$ cat src/rtl/insn_byte_queue.sv
// Instruction byte queue between the prefetch unit (write side) and the
// decoder / immediate reader (read side). The read side can pop one byte or one
// little-endian 16-bit word per cycle. `full` asserts with enough slack for the
// prefetcher's two-byte burst. `flush` clears the queue when a new IP is loaded.
//
// Handshake: wr_en, rd_en and rd_word_en are single-cycle strobes with no
// ready return. The prefetcher throttles itself on the registered `full`
// flag. A push that still finds no room is dropped and latches `overflow`.
// A pop request on an empty queue (or a word pop with only one byte present)
// pops only what is available. The read outputs always show the current head
// and are qualified by `empty` / `word_valid`.
module insn_byte_queue #(
    parameter int DEPTH      = 6,
    parameter int FULL_SLACK = 2,
    parameter int COUNT_W    = $clog2(DEPTH + 1)
) (
    input  logic               clk,
    input  logic               reset_n,
    input  logic               flush,
    input  logic               wr_en,
    input  logic [7:0]         wr_data,
    output logic               full,
    input  logic               rd_en,
    input  logic               rd_word_en,
    output logic [7:0]         rd_data,
    output logic [15:0]        rd_word,
    output logic               empty,
    output logic               word_valid,
    output logic [COUNT_W-1:0] count,
    output logic               overflow
);

    localparam int PTR_W = (DEPTH > 1) ? $clog2(DEPTH) : 1;
    localparam int CNT_X = COUNT_W + 1;

    localparam logic [CNT_X-1:0] DEPTH_X = CNT_X'(DEPTH);
    localparam logic [CNT_X-1:0] SLACK_X = CNT_X'(FULL_SLACK);
    localparam logic [CNT_X-1:0] ONE_X   = CNT_X'(1);
    localparam logic [CNT_X-1:0] TWO_X   = CNT_X'(2);
    localparam logic [PTR_W:0]   DEPTH_P = (PTR_W + 1)'(DEPTH);

    // Pointer increment by 0..2, wrapping modulo DEPTH (DEPTH need not be a
    // power of two, so a plain binary wrap is not enough).
    function automatic logic [PTR_W-1:0] ptr_add(input logic [PTR_W-1:0] ptr,
                                                 input logic [1:0]       inc);
        logic [PTR_W:0] sum;
        sum = {1'b0, ptr} + (PTR_W + 1)'(inc);
        if (sum >= DEPTH_P) begin
            sum = sum - DEPTH_P;
        end
        return sum[PTR_W-1:0];
    endfunction

    // State
    logic [PTR_W-1:0]   wr_ptr_q,   wr_ptr_d;
    logic [PTR_W-1:0]   rd_ptr_q,   rd_ptr_d;
    logic [COUNT_W-1:0] count_q,    count_d;
    logic               full_q,     full_d;
    logic               overflow_q, overflow_d;
    logic [7:0]         mem_q [DEPTH];
    logic [7:0]         mem_d [DEPTH];

    // Per-cycle decision signals
    logic [CNT_X-1:0] count_x;
    logic [1:0]       pop_amt;
    logic [CNT_X-1:0] after_pop_x;
    logic             push_ok;
    logic             push_rej;
    logic [CNT_X-1:0] count_next_x;
    logic [PTR_W-1:0] head_nxt;

    // Pop amount, push acceptance and the resulting occupancy.
    always_comb begin
        count_x = {1'b0, count_q};
        pop_amt = 2'd0;
        if (rd_word_en && (count_x >= TWO_X)) begin
            pop_amt = 2'd2;
        end else if ((rd_en || rd_word_en) && (count_x >= ONE_X)) begin
            pop_amt = 2'd1;
        end
        after_pop_x  = count_x - CNT_X'(pop_amt);
        push_ok      = wr_en && (after_pop_x < DEPTH_X);
        push_rej     = wr_en && !push_ok;
        count_next_x = after_pop_x + CNT_X'(push_ok);
    end

    // Next pointers, count and flags; flush overrides the same-cycle push and pop.
    always_comb begin
        wr_ptr_d   = wr_ptr_q;
        rd_ptr_d   = rd_ptr_q;
        count_d    = count_q;
        overflow_d = overflow_q;
        if (flush) begin
            wr_ptr_d   = '0;
            rd_ptr_d   = '0;
            count_d    = '0;
            overflow_d = 1'b0;
        end else begin
            rd_ptr_d   = ptr_add(rd_ptr_q, pop_amt);
            wr_ptr_d   = ptr_add(wr_ptr_q, {1'b0, push_ok});
            count_d    = count_next_x[COUNT_W-1:0];
            overflow_d = overflow_q | push_rej;
        end
        full_d = (DEPTH_X - {1'b0, count_d}) < SLACK_X;
    end

    // Storage write of an accepted push.
    always_comb begin
        mem_d = mem_q;
        if (!flush && push_ok) begin
            mem_d[wr_ptr_q] = wr_data;
        end
    end

    // Control registers, asynchronously reset.
    always_ff @(posedge clk or negedge reset_n) begin
        if (!reset_n) begin
            wr_ptr_q   <= '0;
            rd_ptr_q   <= '0;
            count_q    <= '0;
            full_q     <= 1'b0;
            overflow_q <= 1'b0;
        end else begin
            wr_ptr_q   <= wr_ptr_d;
            rd_ptr_q   <= rd_ptr_d;
            count_q    <= count_d;
            full_q     <= full_d;
            overflow_q <= overflow_d;
        end
    end

    // Byte storage; contents are not reset, occupancy alone decides validity.
    always_ff @(posedge clk) begin
        mem_q <= mem_d;
    end

    // Read side: head byte and little-endian head word, no write bypass.
    always_comb begin
        head_nxt   = ptr_add(rd_ptr_q, 2'd1);
        empty      = (count_q == '0);
        word_valid = ({1'b0, count_q} >= TWO_X);
        rd_data    = empty ? 8'h00 : mem_q[rd_ptr_q];
        rd_word    = word_valid ? {mem_q[head_nxt], mem_q[rd_ptr_q]} : 16'h0000;
        count      = count_q;
        full       = full_q;
        overflow   = overflow_q;
    end

    param_check: assert property (@(posedge clk) (DEPTH >= 2) && (FULL_SLACK <= DEPTH));

    count_bound: assert property (@(posedge clk) disable iff (!reset_n)
                                  count_next_x <= DEPTH_X);

endmodule

$ cat config.mk
export PLATFORM = sky130hd
export DESIGN_NAME = insn_byte_queue
export DESIGN_NICKNAME = d
export VERILOG_FILES = /design/src/rtl/insn_byte_queue.sv
export SDC_FILE = /design/constraint.sdc
export NUM_CORES = 1
export LEC_CHECK = 0
export CORE_MARGIN = 2
export CORE_UTILIZATION = 45
export DETAILED_ROUTE_END_ITERATION = 12
export PLACE_DENSITY = 0.7
export SLEW_MARGIN = 10
export SYNTH_ARGS = -nofsm -noshare
export SYNTH_HDL_FRONTEND = slang
export SYNTH_SLANG_ARGS = --single-unit
$ cat constraint.sdc
create_clock -name clk -period 3.85 [get_ports clk]
set_input_delay 0.5775 -clock clk [delete_from_list [all_inputs] [get_ports clk]]
set_output_delay 0.5775 -clock clk [all_outputs]
set_load 0.005 [all_outputs]
==> flow_summary.ini <==
[status]
outcome = completed

[sta]
worst_pin_slew_ps = 528.0
slew_headroom_pct = 64.69
fin_hold_ws_ps = 514.4
period_minus_slack_ps = 3668
period_share_pct = 95.28
hold_viol = 0
finClkSkew_ps = 7.884
finalSetupViolations = 0
grt_setup_unrepaired = no
setup_slack_ps = 181.7
max_freq_mhz = 272.6
tns_ps = 0
slew_viol_final = 0

[grt]
grt-ovfl-total = 0
track_usage_pct = 17.75
grt_pass1_wl_um = 10080
grt_pass1_vias = 2077
antenna_found_initial = 0
grt_max_degree = 27

[worst_setup_path]
crit_buf_inv = 2
cp-end-kind = output pin
required_ps = 3270
arrival_ps = 3090
crit_path_max_incr_delay_ps = 540
crit_chain = inv_1, ha_1, or3b_1, a32o_2, or3_1, a21oi_1, clkdlybuf4s50_1
critPathMaxFanout = 16
cp_top_family = simple AND/OR/NAND/NOR gates
cp-start-kind = flop
crit_slowest_cell = clkdlybuf4s50_1
path_class = flop to output pin

[logic_synthesis]
synth.area.top_cells = edfxtp_1, dfrtp_1, mux2i_1
synth_top_area_cell = edfxtp_1
synth.most_common_cell = edfxtp_1
synthArstFlopShare_pct = 18.64
yosys_warnings = 0
synth-edff-count = 48
synth_top_area_share_pct = 45.07
synth.distinct_cells = 38
synthCells = 265
synth.cell_area_mm2 = 0.003198
syn_area_per_cell_um2 = 12.07
ys_ff_latch = 59
synth_common_cells = edfxtp_1, nor2_1, mux2i_1, a21oi_1, nand2_1
synth_fp_nets = 292
synth_seq_area_share_pct = 53.68
synth_top_flop_cell = edfxtp_1

[final_layout]
nFillCells = 583
diodes = 0
drive_gt1_share_pct = 17.93
utilization_pct = 59.47
num-nets-final = 351
synthToLayoutAreaGrowth_pct = 27.03

[cts]
cts-root-buf = clkbuf_8
postCtsHoldBufs = 0
clkSinkCount = 59
cts_tree = done
h-tree-depth = 3
clock_path_buffers = 2
clk_pin_slew_ps = 70
cts_buffers = 9
clkLatencyLatePin_ps = 340

[power_and_ir_drop]
p_leak_nw = 1.455
ir_drop_mv = 0.3854
total_power_w = 0.002948
power.density_mw_per_mm2 = 725.6

[drt]
wl_per_cell_um = 15.07
wl_um = 6406
drt_iter0_drc = 124
drtAntennaViolNets = 0
vias_per_cell = 5.231
drt_pass1_iterations = 4
drc_errors = 0
vias = 2223

[place]
gp_congestion = 0.7788
dp_hpwl_um = 4497
place_ws_ps = -53.81
portBuffers = 44

[floorplanning]
die_y_um = 88.30
fp.dieW_um = 88.30
pin_count = 45
num_rows = 30
core-area_mm2 = 0.006832
start_util_pct = 46.81
die-area_mm2 = 0.007797

[min_path]
hold_path_class = flop to flop

[job]
maxCapViolations = 0
-- routing by layer --
metal	part of all wire, %	track usage (%)	vias up
met4	1.5	7.851	0
met1	42	21.88	1063
met3	4.4	2.799	8
li1	-	-	1105
met2	52	30.90	47
met5	0	0	-
-- state kept, by name, indices dropped and copies added, names as in the netlist --
register  count
full          1
mem_q        48
overflow      1
wr_ptr_q      3
rd_ptr_q      3
count         3
-- worst reg2reg max path: stages (launching register included) --
cell	delay, ps
dfrtp_1	440
nor2_1	160
inv_1	90
nand2_1	90
inv_1	50
nor3_1	240
ha_1	210
inv_1	50
fa_1	510
a2bb2oi_2	210
o21ai_1	100
nor2b_1	190
ha_1	180
ha_1	220
nor2b_1	160
ha_1	230
a21oi_1	110
nand2_1	60
a21boi_0	150
-- worst paths after layout --
check | from | cells past startpoint | slack (ps) | to
worst max-delay path | rd_ptr_q[1] | 7 | 180 | rd_word[9]
worst min-delay path | overflow | 2 | 510 | overflow
worst max register to register | count[2] | 18 | 320 | full
worst min register to register | overflow | 2 | 510 | overflow
max in group asynchronous | reset_n | 1 | 2890 | rd_ptr_q[1]
min in group asynchronous | reset_n | 1 | 590 | rd_ptr_q[2]
-- power by group --
part	switching, W	internal [W]	total, W	leakage, nW
sequential	0.0000596	0.000763	0.000822	0.578
clock	0.000252	0.000302	0.000555	0.0998
combinational	0.000718	0.000853	0.00157	0.777
-- layout by cell type (no fill, tap or decap), drive strengths merged, types with 2 or more instances in the layout --
cell	netlist	routed
a21oi	22	22
buf	4	18
clkbuf	10	9
clkdlybuf4s50	0	44
clkinv	0	4
dfrtp	11	11
edfxtp	48	48
fa	2	2
ha	11	11
inv	10	11
mux2	8	8
mux2i	24	24
mux4	8	8
nand2	14	14
nand3	5	5
nor2	36	36
nor2b	8	8
nor3	2	2
nor4b	3	3
o211ai	8	8
o21ai	4	4
or3	8	8
xnor2	3	3
-- cell families after synthesis --
kind of cell	after synthesis	synth area share (%)
flip-flops	59	53.68
AND/OR/NAND/NOR	84	12.64
adder cells (fa/ha/maj)	13	5.556
XOR/XNOR	3	0.8217
multiplexers	40	15.96
buffers and inverters	24	3.365
AO/OA/AOI/OAI	42	7.982
-- final cells by class --
class                           instances  area [um2]  area share, %
Sequential cell                        59        1719          42.32
Multi-Input combinational cell        182        1401          34.49
Timing Repair Buffer                   62       583.1          14.35
Clock buffer                            9       123.9          3.049
Tap cell                               96       120.1          2.957
Clock inverter                          7       77.57          1.909
Inverter                               10       37.54         0.9239
-- repair_timing --
| action | in CTS | in global routing |
|---|---|---|
| resized for setup | 0 | 6 |
| setup endpoints to repair | 0 | 7 |
| buffers inserted | 0 | 0 |
-- per-stage QoR --
stage               cells  area [um2]
detailed placement    409        3844
global route          425        4063
floorplan             265        3204
finish                425        4063
global placement      409        3844
CTS                   425        4045
Note: power is estimated with default switching activity, not from simulation.
